--- src/rtl/dp_unstuff.sv ---
// DisplayPort receive deframer: tracks blanking / transfer-unit framing on
// descrambled lane symbols, drops fill and repacks 24 bpp pixels into pairs.
module dp_unstuff #(
  parameter int unsigned CHECKLANES = 1
) (
  input  logic        dpclk,
  input  logic        reset,
  input  logic        twolane,
  input  logic [15:0] rxdat0,
  input  logic [15:0] rxdat1,
  input  logic [1:0]  rxisk0,
  input  logic [1:0]  rxisk1,
  output logic [47:0] pixdat,
  output logic        pixvalid,
  output logic        hstart,
  output logic        vstart,
  output logic        vblank,
  output logic        perr
);

  localparam logic [7:0] K_BS = 8'hBC;
  localparam logic [7:0] K_SR = 8'h1C;
  localparam logic [7:0] K_BE = 8'hFB;
  localparam logic [7:0] K_FS = 8'hFE;
  localparam logic [7:0] K_FE = 8'hF7;

  typedef enum logic [1:0] {BLANK, VBID, ACTIVE, FILL} state_t;

  state_t      state, state_n;
  logic [2:0]  cnt, cnt_n;
  logic [47:0] acc, acc_n;
  logic        line_first, line_first_n;
  logic        vb, vb_n, vbprev, vbprev_n;

  logic        pair_v, pair_h, pair_vs, err;
  logic [47:0] pair_d;

  logic        s1_v, s1_h, s1_vs, s1_err;
  logic [47:0] s1_d;

  // Both symbol slots of a cycle are walked in time order through the
  // framing FSM; lane 0 governs framing and lane 1 rides along in lockstep.
  always_comb begin : deframe
    logic [7:0] s0, s1;
    logic       k0, k1, is_bs, is_be, is_fs, is_fe;
    logic [2:0] last;
    state_n      = state;
    cnt_n        = cnt;
    acc_n        = acc;
    line_first_n = line_first;
    vb_n         = vb;
    vbprev_n     = vbprev;
    pair_v       = 1'b0;
    pair_d       = '0;
    pair_h       = 1'b0;
    pair_vs      = 1'b0;
    err          = 1'b0;
    s0 = '0; s1 = '0; k0 = 1'b0; k1 = 1'b0;
    is_bs = 1'b0; is_be = 1'b0; is_fs = 1'b0; is_fe = 1'b0;
    last = twolane ? 3'd2 : 3'd5;
    for (int i = 0; i < 2; i++) begin
      s0    = rxdat0[8*i +: 8];
      s1    = rxdat1[8*i +: 8];
      k0    = rxisk0[i];
      k1    = rxisk1[i];
      is_bs = k0 && (s0 == K_BS || s0 == K_SR);
      is_be = k0 && (s0 == K_BE);
      is_fs = k0 && (s0 == K_FS);
      is_fe = k0 && (s0 == K_FE);
      if (twolane && CHECKLANES != 0 && (k0 != k1 || (k0 && s0 != s1)))
        err = 1'b1;
      case (state_n)
        VBID: begin
          vbprev_n = vb_n;
          vb_n     = s0[0];
          state_n  = BLANK;
        end
        BLANK: begin
          if (is_bs) state_n = VBID;
          else if (is_be) begin
            state_n      = ACTIVE;
            line_first_n = 1'b1;
          end else if (k0 && !is_fs && !is_fe) err = 1'b1;
        end
        ACTIVE: begin
          if (!k0) begin
            if (twolane) begin
              acc_n[8*int'(cnt_n) +: 8]      = s0;
              acc_n[24 + 8*int'(cnt_n) +: 8] = s1;
            end else begin
              acc_n[8*int'(cnt_n) +: 8] = s0;
            end
            if (cnt_n == last) begin
              pair_v       = 1'b1;
              pair_d       = acc_n;
              pair_h       = line_first_n;
              pair_vs      = line_first_n && vbprev_n && !vb_n;
              line_first_n = 1'b0;
              cnt_n        = '0;
            end else begin
              cnt_n = cnt_n + 3'd1;
            end
          end else if (is_fs) begin
            state_n = FILL;
          end else if (is_bs) begin
            // A line cut short mid-pixel loses its partial pixel.
            if (cnt_n != 3'd0) err = 1'b1;
            cnt_n   = '0;
            state_n = VBID;
          end else begin
            err = 1'b1;
          end
        end
        default: begin
          if (k0) begin
            if (is_fe) state_n = ACTIVE;
            else if (is_bs) begin
              err     = 1'b1;
              cnt_n   = '0;
              state_n = VBID;
            end else err = 1'b1;
          end
        end
      endcase
    end
  end

  // Stage 1: framing state, pixel accumulator and the completed pair.
  always_ff @(posedge dpclk or negedge reset) begin
    if (!reset) begin
      state      <= BLANK;
      cnt        <= '0;
      acc        <= '0;
      line_first <= 1'b0;
      vb         <= 1'b0;
      vbprev     <= 1'b1;
      s1_v       <= 1'b0;
      s1_d       <= '0;
      s1_h       <= 1'b0;
      s1_vs      <= 1'b0;
      s1_err     <= 1'b0;
    end else begin
      state      <= state_n;
      cnt        <= cnt_n;
      acc        <= acc_n;
      line_first <= line_first_n;
      vb         <= vb_n;
      vbprev     <= vbprev_n;
      s1_v       <= pair_v;
      s1_d       <= pair_d;
      s1_h       <= pair_h;
      s1_vs      <= pair_vs;
      s1_err     <= err;
    end
  end

  // Stage 2: output register.
  always_ff @(posedge dpclk or negedge reset) begin
    if (!reset) begin
      pixdat   <= '0;
      pixvalid <= 1'b0;
      hstart   <= 1'b0;
      vstart   <= 1'b0;
      vblank   <= 1'b0;
      perr     <= 1'b0;
    end else begin
      pixdat   <= s1_d;
      pixvalid <= s1_v;
      hstart   <= s1_v && s1_h;
      vstart   <= s1_v && s1_vs;
      vblank   <= vb;
      perr     <= s1_err;
    end
  end

endmodule

--- config.mk ---
export PLATFORM = sky130hd
export DESIGN_NAME = dp_unstuff
export DESIGN_NICKNAME = d
export VERILOG_FILES = /design/src/rtl/dp_unstuff.sv
export SDC_FILE = /design/constraint.sdc
export NUM_CORES = 1
export LEC_CHECK = 0
export BUFFER_PORTS_ARGS = -buffer_cell sky130_fd_sc_hd__buf_2
export CORE_MARGIN = 3
export CORE_UTILIZATION = 36
export DETAILED_ROUTE_END_ITERATION = 10
export SLEW_MARGIN = 30
export SYNTH_ARGS = -nofsm -noshare
export SYNTH_HDL_FRONTEND = slang
export SYNTH_SLANG_ARGS = --single-unit
--- constraint.sdc ---
create_clock -name dpclk -period 3.9 [get_ports dpclk]
set_clock_uncertainty 0.15 [all_clocks]
set_input_delay 0 -clock dpclk [delete_from_list [all_inputs] [get_ports dpclk]]
set_output_delay 0 -clock dpclk [all_outputs]
set_load 0.01 [all_outputs]
# ---- Word level (Yosys, flattened, before mapping)
# Index checks and enable logic that the tools add are counted.
dict set report totals {
  word_cells 192
  input_bits 39
  regBits 161
}
dict set report classes {
  shift 8
  n_addsub 8
  mux 101
  n_eq_ne 20
  n_reduce_logical 38
}
# op count
set op_table {}
lappend op_table {{$mux 48} 12}
lappend op_table {{$bwmux 48} 4}
lappend op_table {{$shift 8x33->48 const A} 4}
lappend op_table {{$shiftx 8x33->48} 4}
lappend op_table {{$neg 6->33} 2}
lappend op_table {{$neg 7->33} 2}
lappend op_table {{$eq 8x8->1 const B} 8}
lappend op_table {{$mux 1} 50}
lappend op_table {{$mux 3} 13}
lappend op_table {{$mux 2} 14}
lappend op_table {{$logic_and 1x1->1} 22}
lappend op_table {{$eq 8x5->1 const B} 2}
lappend op_table {{$ne 8x8->1} 2}
lappend op_table {{$add 5x6->7 const A} 2}
lappend op_table {{$pmux 2 s3} 2}
lappend op_table {{$pmux 3 s2} 2}
lappend op_table {{$add 3x1->3 const B} 2}
lappend op_table {{$eq 3x3->1} 2}
lappend op_table {{$logic_not 1->1} 6}
lappend op_table {{$pmux 1 s3} 2}
lappend op_table {{$reduce_bool 3->1} 2}
lappend op_table {{$eq 2x1->1 const B} 2}
lappend op_table {{$eq 2x2->1 const B} 2}
lappend op_table {{$logic_not 2->1} 2}
lappend op_table {{other kinds (4)} 10}

# ---- Logic depth before layout (Yosys ltp)
# Gate-level depths: netlist (run 1).
dict set report depth {
  word_depth 16
  depth_mapped 15
  depth_no_buf 11
}

# ---- Least setup slack after synthesis (run 1)
# OpenSTA, ideal clock, no wires.
dict set report synth_timing {
  kind {flip-flop to flip-flop}
  start {register cnt[0]}
  end {register acc[23]}
  slack_ns 0.120
  t_required_ns 3.685
  arrival_ns 3.565
  path_buffers 3
  synth_period_minus_slack_ns 3.780
  stages_incl_launch_ff 15
  path_cell_list {dfrtp_1 or4b_1 a2bb2oi_2 and2_1 buf_4 clkbuf_1 ha_1 ha_1 clkbuf_1 and3_1 a32oi_1 nor3_1 a22oi_1 a21oi_1 mux2_2}
}
dict set report synth_between {
  elab_chain_len 12
  elab_cells_between_ends 33
  classes_between {7 x add/sub; 1 x eq/ne; 8 x shift; 17 x mux}
}
# element line
set synth_rtl {}
lappend synth_rtl {{start, declared} 30} ;# logic [2:0] cnt, cnt_n;
lappend synth_rtl {{start signal, assigned} 144} ;# cnt <= cnt_n;
lappend synth_rtl {{branches (longest 11 deep; another with $neg 7->33)} n/a}
lappend synth_rtl {{$mux 48 *} 72} ;# case (state_n)
lappend synth_rtl {{named net acc_n[23]} 31} ;# logic [47:0] acc, acc_n;
lappend synth_rtl {{end signal, assigned} 145} ;# acc <= acc_n;
lappend synth_rtl {{end, declared} 31}
# Mark *: on every way through the listed nets, which the timed path passes.

# ---- Worst setup path after layout (run 1)
dict set report layout_timing {
  start {register cnt[0]}
  end {register s1_d[31]}
}
dict set report layout_between {
  elab_chain_len 13
  elab_cells_between_ends 38
  classes_between {7 x add/sub; 2 x eq/ne; 8 x shift; 21 x mux}
}
# element line
set layout_rtl {}
lappend layout_rtl {{branches (longest 12 deep; another with $neg 7->33)} n/a}
lappend layout_rtl {{$mux 48 *} 72}
lappend layout_rtl {{named net pair_d[31]} 36} ;# logic [47:0] pair_d;
lappend layout_rtl {{end signal, assigned} 150} ;# s1_d <= pair_d;
lappend layout_rtl {{end, declared} 39} ;# logic [47:0] s1_d;
# Marks and branches as above.

==> results.txt, run 1 <==
Status: complete, no violations
FF-to-FF path depth: 12
CP Launch Point: cnt[0]
Clk_lat worst skew: 0.44 ns
Worst Tran Pin Value: 0.906 ns
RSZ-0062 raised after global routing: no
Largest net degree at the start of global routing: 111
Initial antenna violation count: 0
Critical Path RT: 4.06 ns
Min Tclk post-route: 3.67 ns
CTS root buffer: clkbuf_16
Total CTS buffers: 17
Max FO, Critical Path: 8
FILL cells: 2,536
FF-to-FF Start: cnt[0]
Worst setup margin: 0.228 ns
Hpwl dp: 24,100 um
Count leader, synth: dfrtp_1
DIE HEIGHT: 170 um
Vias in the first global route: 8,867
Die area: 28,900 um2
Pleak: 5.10 nW
DR iter-0 viols: 921
R2r setup slk: 0.23 ns
First-pass GRT wire length: 54,700 um
Synthesized area: 9700 um2
Worst slew margin: 0.391
Final WL: 35,900 um
Yosys reg bits: 161
Initial Util: 0.369
Max-slew violations: 0
Cell Pwr Density: 671 nW/um2
Post-synth top cells: dfrtp_1 (160), nand2_1 (118), o21ai_0 (88)
DRC errors left: 0
Top-area cell type share of the netlist area: 0.413
Crit path capture: s1_d[31]
Comb pwr share: 0.511
Reg area: 4030 um2
DRT Pass-1 Iters: 6
Post-route core utilization: 0.440
GRT Total Usage: 0.249
Vias per cell: 6.10
Setup violators final: 0
Sequential-to-total area share from yosys stat: 0.416
Pwr Total: 7.75 mW
Congestion Overflow GR: 0
Final period util: 0.942
Longest Clk Path Bufs: 2
Final Hold Viols: 0
Dpl ws: 0.0835 ns
Worst vdd ir: 0.438 mV
Top_reg_cell synth: dfrtp_1
Sequential Power Share: 0.264
Worst EP arrival: 3.83 ns
Clock Power Share: 0.225
Ys async rst share: 1.00
Chip width: 170 um
Share of layout cells above drive strength 1: 0.202
Core region area: 26,300 um2
Syn nets: 1,103
Layout Cell Area excl Fill: 11,600 um2
Fin nets: 1,204
IO Port Bufs: 91
Clock Sinks: 161
Syn_area_per_cell: 9.24 um2
P_int: 4.34 mW
Multi-input gate area: 5240 um2
CP endpoint kind: register
Synth Instances: 1,049
Sw Pwr: 3.41 mW
Sum Neg Setup Slack: 0 ns
Hold crit path type: in2reg
Placed Area: 10,600 um2
Reg2Reg Capture Point: s1_d[31]
ANT nets after route: 0
Fmax: 0.272 GHz
Routed via count: 9,148
Clock slew at reported path FFs: 0.07 ns
Area delta synth->final: 19.2%
Rows: 59
# IOs: 92
Max-cap violations: 0
Gpl congestion: 0.974
Crit path kind: reg2reg
Critical path startpoint category: register
Post-synth EDFFs: 0
Warning count from the yosys run: 0
Yosys top cell by area: dfrtp_1
Routed len/inst: 23.9 um
H-tree depth: 4
Switching share of total power: 0.441
Post-synth cell types: 90
Clock tree from TritonCTS: yes
Leading post-synthesis cells by cell area: dfrtp_1 (41%), mux2i_1 (5.9%), nand2_1 (4.6%)
==> critical path: stages, from the launching register on <==
cell       delay (ns)
dfrtp_1          0.46
or4b_1           0.60
a2bb2oi_2        0.16
and2_1           0.18
ha_1             0.22
ha_1             0.36
and3_1           0.20
a32oi_2          0.35
nor4_4           0.05
buf_4            0.18
a22o_1           0.23
a22oi_1          0.26
o32ai_1          0.12
==> power by group through the flow <==
stage	clock, mW	combinational, mW	sequential (mW)
floorplan	0	2.73	2.04
global placement	0	3.75	2.07
detailed placement	0	3.80	2.07
CTS	1.78	3.83	2.05
global route	1.85	4.30	2.07
finish	1.74	3.96	2.05
==> state kept, by name, summed over array words and instances, names as in the netlist <==
name        flops
pixdat         48
s1_h            1
hstart          1
acc            48
vstart          1
vblank          1
state           2
vbprev          1
s1_d           48
s1_err          1
cnt             3
pixvalid        1
vb              1
s1_vs           1
perr            1
s1_v            1
line_first      1
==> per-layer routing <==
metal	vias up	track usage	wire, um	share of wire
li1	4119	-	-	-
met1	4482	0.334	15100	0.42
met2	456	0.380	16000	0.45
met3	91	0.0648	3320	0.093
met4	0	0.106	1470	0.041
met5	-	0	0	0
==> worst min-delay path by stage <==
| stage | from | endpoint | slack (ns) | depth (start not counted) |
|---|---|---|---|---|
| after floorplan | reset | acc[0] | -0.45 | 0 |
| after global placement | reset | pixdat[38] | 0.08 | 1 |
| after detailed placement | reset | pixdat[38] | -0.007 | 1 |
| after CTS | rxdat1[14] | s1_d[30] | 0.002 | 3 |
| after global routing | rxdat1[14] | acc[30] | 0.01 | 3 |
| final | rxdat1[14] | acc[38] | 0.04 | 3 |
==> cell usage in the layout, fill, tap and decap left out, types with 7 or more instances in the layout <==
cell | Yosys | layout
a211oi_1 | 9 | 9
a21o_1 | 19 | 19
a21oi_1 | 68 | 68
a221oi_1 | 11 | 11
a22o_1 | 10 | 10
a22oi_1 | 18 | 18
a31o_2 | 12 | 12
a31oi_1 | 17 | 17
and2_1 | 12 | 12
and3_1 | 14 | 14
buf_2 | 22 | 90
buf_4 | 4 | 54
clkbuf_16 | 0 | 17
dfrtp_1 | 160 | 160
dlygate4sd3_1 | 0 | 27
ha_1 | 15 | 15
inv_1 | 13 | 13
mux2_2 | 11 | 11
mux2i_1 | 57 | 57
nand2_1 | 118 | 118
nand2b_1 | 8 | 8
nand3_1 | 34 | 34
nand4_1 | 7 | 7
nor2_1 | 54 | 54
nor2b_1 | 8 | 8
nor4bb_1 | 12 | 12
o211ai_1 | 11 | 11
o21ai_0 | 88 | 87
o22ai_1 | 37 | 37
o2bb2ai_1 | 9 | 9
xnor2_1 | 11 | 11
xor2_1 | 7 | 7
==> stage by stage <==
| stage | hold WS (ns) | cells |
|---|---|---|
| 2_1_floorplan | -0.446 | 1049 |
| 3_3_place_gp | 0.0793 | 1437 |
| 3_5_place_dp | -0.00684 | 1437 |
| 4_1_cts | 0.00179 | 1496 |
| 5_1_grt | 0.0137 | 1498 |
| 6_report | 0.0427 | 1499 |
==> what timing repair did <==
action / 4_1_cts / 5_1_grt
hold endpoints to repair: 164 / 0
hold buffers: 27 / 0
endpoints found under the setup margin: 0 / 14
setup buffers: 0 / 2
gates resized for setup: 0 / 1
==> area by class of cell <==
cell class,count,share of cell area
clock buffers,19,0.0392
well taps,335,0.0363
repair buffers,175,0.104
diodes,1,0.000217
flip-flops and latches,161,0.349
inverters,15,0.00509
multi-input cells,780,0.454
clock inverters,13,0.0129
==> cell families after synthesis <==
logic type | count (synthesis) | synth area share
adder cells (fa/ha/maj) | 15 | 0.0194
AO/OA/AOI/OAI | 368 | 0.256
flip-flops | 161 | 0.416
buffers and inverters | 108 | 0.0472
XOR/XNOR | 19 | 0.0179
AND/OR/NAND/NOR | 310 | 0.172
multiplexers | 68 | 0.0716
(Power assumes the default switching activity.)
==> inputs of run 2 (changes only) <==
Settings changed: CORE_MARGIN 3 to 2, CTS_BUF_LIST from default to sky130_fd_sc_hd__clkbuf_4.
==> results.txt, run 2 (same netlist as run 1, synthesis figures left out) <==
DRC errors left: 0 (unchanged)
Longest Clk Path Bufs: 2 (unchanged)
Final Hold Viols: 0 (unchanged)
Total CTS buffers: 17 (unchanged)
Crit path kind: reg2reg (unchanged)
Status: complete, no violations (unchanged)
Commonest non-fill, non-tap cell in the layout: dfrtp_1 (unchanged)
Initial antenna violation count: 1 (was 0)
Worst EP arrival: 4.15 ns (was 3.83 ns)
DIE HEIGHT: 168 um (was 170 um)
Hpwl dp: 23,700 um (was 24,100 um)
IO Port Bufs: 91 (unchanged)
Initial Util: 0.363 (was 0.369)
Worst slew margin: 0.383 (was 0.391)
Clock tree from TritonCTS: yes (unchanged)
GRT Total Usage: 0.255 (was 0.249)
Worst vdd ir: 0.270 mV (was 0.438 mV)
Hold crit path type: in2reg (unchanged)
Layout Cell Area excl Fill: 11,600 um2 (about the same)
Critical path startpoint category: register (unchanged)
Worst setup margin: 0.108 ns (was 0.228 ns)
Vias per cell: 6.08 (was 6.10)
FF-to-FF Start: cnt[0] (unchanged)
Placed Area: 10,600 um2 (about the same)
Chip width: 168 um (was 170 um)
CP endpoint kind: register (unchanged)
Clock Sinks: 161 (unchanged)
R2r setup slk: 0.11 ns (was 0.23 ns)
Max-cap violations: 0 (unchanged)
DRT Pass-1 Iters: 7 (was 6)
Largest net degree at the start of global routing: 105 (was 111)
Core region area: 26,700 um2 (was 26,300 um2)
CTS root buffer: clkbuf_4 (was clkbuf_16)
Routed via count: 9,313 (was 9,148)
Routed len/inst: 23.6 um (was 23.9 um)
Fmax: 0.264 GHz (was 0.272 GHz)
Area delta synth->final: 19.6% (was 19.2%)
ANT nets after route: 0 (unchanged)
Congestion Overflow GR: 0 (unchanged)
Pleak: 5.12 nW (was 5.10 nW)
Critical-path cell list: or4b_1 -> a2bb2oi_2 -> and2_1 -> ha_1 -> ha_2 -> buf_4 -> nor2b_2 -> and2_4 -> a31oi_1 -> a21oi_1 -> dlygate4sd3_1 -> mux2_2 (was or4b_1 -> a2bb2oi_2 -> and2_1 -> ha_1 -> ha_1 -> and3_1 -> a32oi_2 -> nor4_4 -> buf_4 -> a22o_1 -> a22oi_1 -> o32ai_1)
Clock slew at reported path FFs: 0.17 ns (was 0.07 ns)
Crit path capture: acc[47] (was s1_d[31])
Clk_lat worst skew: 0.60 ns (was 0.44 ns)
Max FO, Critical Path: 8 (unchanged)
FILL cells: 2,661 (was 2,536)
Share of layout cells above drive strength 1: 0.205 (was 0.202)
Fin nets: 1,232 (was 1,204)
# IOs: 92 (unchanged)
Critical Path RT: 4.26 ns (was 4.06 ns)
Vias in the first global route: 9,083 (was 8,867)
WHS: 0.0577 ns (was 0.0427 ns)
Gpl congestion: 0.967 (was 0.974)
Multi-input gate area: 5280 um2 (was 5240 um2)
Biggest regs: acc x48, pixdat x48, s1_d x48 (unchanged)
Dpl ws: 0.205 ns (was 0.0835 ns)
Pwr Total: 7.35 mW (was 7.75 mW)
Sum Neg Setup Slack: 0 ns (unchanged)
Buf+Inv Stages, Crit Path: 2 (was 1)
Worst path top cell family by delay: simple AND/OR/NAND/NOR gates (was compound AO/OA/AOI/OAI gates)
H-tree depth: 4 (unchanged)
Reg2Reg Capture Point: acc[47] (was s1_d[31])
WP depth: 12 (unchanged)
FF-to-FF path depth: 12 (unchanged)
Rows: 60 (was 59)
First-pass GRT wire length: 54,700 um (about the same)
Final period util: 0.972 (was 0.942)
CP Launch Point: cnt[0] (unchanged)
Max-slew violations: 0 (unchanged)
Reg area: 4030 um2 (about the same)
Most frequent cells in the layout: dfrtp_1 (158), nand2_1 (117), buf_2 (90) (was dfrtp_1 (160), nand2_1 (118), buf_2 (90))
RSZ-0062 raised after global routing: yes (was no)
Setup violators final: 0 (unchanged)
Worst Tran Pin Value: 0.917 ns (was 0.906 ns)
Die area: 28,300 um2 (was 28,900 um2)
Critical Path Slowest Stage Cell: or4b_1 (unchanged)
Cell Pwr Density: 633 nW/um2 (was 671 nW/um2)
Min Tclk post-route: 3.79 ns (was 3.67 ns)
Final WL: 36,200 um (was 35,900 um)
CP peak stage delay: 0.58 ns (was 0.60 ns)
DR iter-0 viols: 1,040 (was 921)
-- run 2: cell count changes in the layout (fill, tap and decap cells not counted), moves of 3 or more --
cell | before | now
inv_8 | 0 | 3
clkbuf_16 | 17 | 0
clkbuf_4 | 0 | 17
dlygate4sd3_1 | 27 | 56
-- run 2: how the worst min path moves through the flow --
stage	startpoint	end	slack, ns	cells past startpoint
2_1_floorplan	reset	acc[0]	-0.45	0
3_3_place_gp	reset	pixdat[32]	-0.13	1
3_5_place_dp	reset	pixdat[32]	-0.12	1
4_1_cts	rxdat0[2]	s1_d[2]	0.02	5
5_1_grt	rxdat0[2]	s1_d[2]	0.07	5
6_report	rxdat0[2]	acc[34]	0.06	6
-- run 2: power by group --
group / switching [mW] / total, mW / internal (mW) / leakage [nW]
Clock: 0.716 / 1.18 / 0.467 / 0.171
Sequential: 0.141 / 2.05 / 1.91 / 2.17
Combinational: 2.56 / 4.11 / 1.56 / 2.78
-- run 2: what timing repair did --
item | in CTS | in global routing
hold buffers | 57 | 0
resized for setup | 0 | 17
setup endpoints to repair | 0 | 33
setup buffers | 0 | 3
hold endpoints to repair | 268 | 0
-- run 2: metrics by stage --
step,util,instances
floorplan,-,1049
global placement,0.397,1440
detailed placement,0.397,1440
CTS,0.431,1529
global route,0.434,1533
finish,0.434,1533
-- run 2: final cells by class --
cell class | count | share of cell area
diodes | 1 | 0.000216
clock buffers | 17 | 0.0110
clock inverters | 15 | 0.0169
inverters | 15 | 0.00507
multi-input cells | 780 | 0.455
flip-flops and latches | 161 | 0.348
well taps | 341 | 0.0368
repair buffers | 203 | 0.127
-- run 2: worst min-delay path, cell delays in order --
cell and delay [ns]:
buf_2 0.12, buf_4 0.20, nand3_1 0.10, a21oi_1 0.08, o22ai_1 0.18, mux2i_1 0.09
-- run 2: routing by layer --
| layer | vias up | wire, um | global-route usage |
|---|---|---|---|
| met5 | - | 0 | 0 |
| met2 | 478 | 15900 | 0.387 |
| li1 | 4161 | - | - |
| met3 | 101 | 3390 | 0.0498 |
| met1 | 4573 | 14900 | 0.344 |
| met4 | 0 | 2000 | 0.139 |
==> inputs of run 3 (changes only) <==
Settings changed: HOLD_SLACK_MARGIN from default to 0.15.
==> results.txt, run 3 (same netlist as run 1, synthesis figures left out) <==
Status: complete, no violations (unchanged)
Cell Pwr Density: 631 nW/um2 (was 633 nW/um2)
Worst EP arrival: 4.12 ns (was 4.15 ns)
Commonest non-fill, non-tap cell in the layout: dfrtp_1 (unchanged)
Vias in the first global route: 9,108 (was 9,083)
Critical Path Slowest Stage Cell: dlygate4sd3_1 (was or4b_1)
Final WL: 36,100 um (was 36,200 um)
Biggest regs: acc x48, pixdat x48, s1_d x48 (unchanged)
Layout Cell Area excl Fill: 11,600 um2 (about the same)
DIE HEIGHT: 168 um (unchanged)
Max-cap violations: 0 (unchanged)
First-pass GRT wire length: 54,800 um (was 54,700 um)
Chip width: 168 um (unchanged)
Clock Sinks: 161 (unchanged)
Clk_lat worst skew: 0.60 ns (about the same)
Final Hold Viols: 0 (unchanged)
FILL cells: 2,663 (was 2,661)
DR iter-0 viols: 1,049 (was 1,040)
Worst vdd ir: 0.268 mV (was 0.270 mV)
Reg2Reg Capture Point: acc[47] (unchanged)
Routed via count: 9,376 (was 9,313)
Most frequent cells in the layout: dfrtp_1 (158), nand2_1 (117), buf_2 (90) (unchanged)
Die area: 28,300 um2 (unchanged)
Worst Tran Pin Value: 0.930 ns (was 0.917 ns)
Min Tclk post-route: 3.76 ns (was 3.79 ns)
GRT Total Usage: 0.255 (about the same)
Hpwl dp: 23,700 um (unchanged)
Total CTS buffers: 17 (unchanged)
Congestion Overflow GR: 0 (unchanged)
Share of layout cells above drive strength 1: 0.205 (about the same)
R2r setup slk: 0.14 ns (was 0.11 ns)
Core region area: 26,700 um2 (unchanged)
CTS root buffer: clkbuf_4 (unchanged)
Worst path top cell family by delay: compound AO/OA/AOI/OAI gates (was simple AND/OR/NAND/NOR gates)
CP endpoint kind: register (unchanged)
IO Port Bufs: 91 (unchanged)
Max-slew violations: 0 (unchanged)
FF-to-FF Start: state[1] (was cnt[0])
# IOs: 92 (unchanged)
Fin nets: 1,236 (was 1,232)
WHS: 0.214 ns (was 0.0577 ns)
Worst slew margin: 0.375 (was 0.383)
H-tree depth: 4 (unchanged)
Longest Clk Path Bufs: 2 (unchanged)
Largest net degree at the start of global routing: 105 (unchanged)
Setup violators final: 0 (unchanged)
WHS Path Cells: 0 (was 6)
Critical Path RT: 4.26 ns (about the same)
Placed Area: 10,600 um2 (unchanged)
Area delta synth->final: 20.2% (was 19.6%)
Gpl congestion: 0.967 (unchanged)
Worst hold endpoint: pixdat[11] (was acc[34])
Initial Util: 0.363 (unchanged)
Dpl ws: 0.205 ns (unchanged)
DRC errors left: 0 (unchanged)
Post-route core utilization: 0.436 (was 0.434)
DRT Pass-1 Iters: 6 (was 7)
Clock tree from TritonCTS: yes (unchanged)
Final period util: 0.965 (was 0.972)
FF-to-FF path depth: 13 (was 12)
Pleak: 5.14 nW (was 5.12 nW)
Crit path kind: reg2reg (unchanged)
Fmax: 0.266 GHz (was 0.264 GHz)
Max FO, Critical Path: 12 (was 8)
Sum Neg Setup Slack: 0 ns (unchanged)
Vias per cell: 6.10 (was 6.08)
Buf+Inv Stages, Crit Path: 3 (was 2)
CP peak stage delay: 0.58 ns (about the same)
Routed len/inst: 23.5 um (was 23.6 um)
Initial antenna violation count: 1 (unchanged)
Rows: 60 (unchanged)
Hold_sp: s1_d[11] (was rxdat0[2])
Clock slew at reported path FFs: 0.17 ns (about the same)
Hold crit path type: reg2reg (was in2reg)
Critical path startpoint category: register (unchanged)
ANT nets after route: 0 (unchanged)
RSZ-0062 raised after global routing: no (was yes)
Critical-path cell list: buf_4 -> nor3b_4 -> nor2_1 -> a32oi_4 -> buf_6 -> ha_1 -> o21ai_0 -> a31o_2 -> and2_4 -> a31oi_1 -> a21oi_1 -> dlygate4sd3_1 -> mux2_2 (was or4b_1 -> a2bb2oi_2 -> and2_1 -> ha_1 -> ha_2 -> buf_4 -> nor2b_2 -> and2_4 -> a31oi_1 -> a21oi_1 -> dlygate4sd3_1 -> mux2_2)
Non-Filler Instances: 1,537 (was 1,533)
Pwr Total: 7.35 mW (about the same)
Post-Place Cells: 1,440 (unchanged)
Worst setup margin: 0.137 ns (was 0.108 ns)
-- run 3: routing by layer --
metal  vias to the layer above  GRT usage  routed length [um]
li1                       4169          -                   -
met1                      4596      0.344               14900
met2                       498      0.387               15700
met3                       113     0.0508                3380
met4                         0      0.139                2070
met5                         -          0                   0
-- run 3: final cells by class --
type                       instances  area, um2  area share
clock inverter                    15        196      0.0169
timing repair buffer             207       1530       0.131
inverter                          15       58.8     0.00505
clock buffer                      17        128      0.0110
multi-input combinational        780       5270       0.453
antenna                            1       2.50    0.000215
tap                              341        427      0.0366
sequential                       161       4030       0.346
-- run 3: report_power, final --
part | internal (mW) | switching [mW] | total, mW
logic | 1.56 | 2.56 | 4.12
registers | 1.91 | 0.141 | 2.05
clock network | 0.467 | 0.713 | 1.18
total | 3.94 | 3.41 | 7.35
-- run 3: worst max-delay path by stage --
stage	start	end	slack, ns	cells past startpoint
floorplan	cnt[0]	acc[23]	0.12	14
global placement	cnt[0]	s1_d[32]	0.30	11
detailed placement	cnt[0]	s1_d[35]	0.20	11
CTS	cnt[0]	s1_d[1]	0.04	11
global route	cnt[0]	acc[47]	0.004	12
finish	state[1]	acc[47]	0.14	13
-- run 3: what timing repair did --
item / CTS / global route
endpoints found under the hold margin: 268 / 0
buffers inserted: 0 / 3
resized for setup: 0 / 18
hold buffers: 61 / 0
setup endpoints to repair: 0 / 34
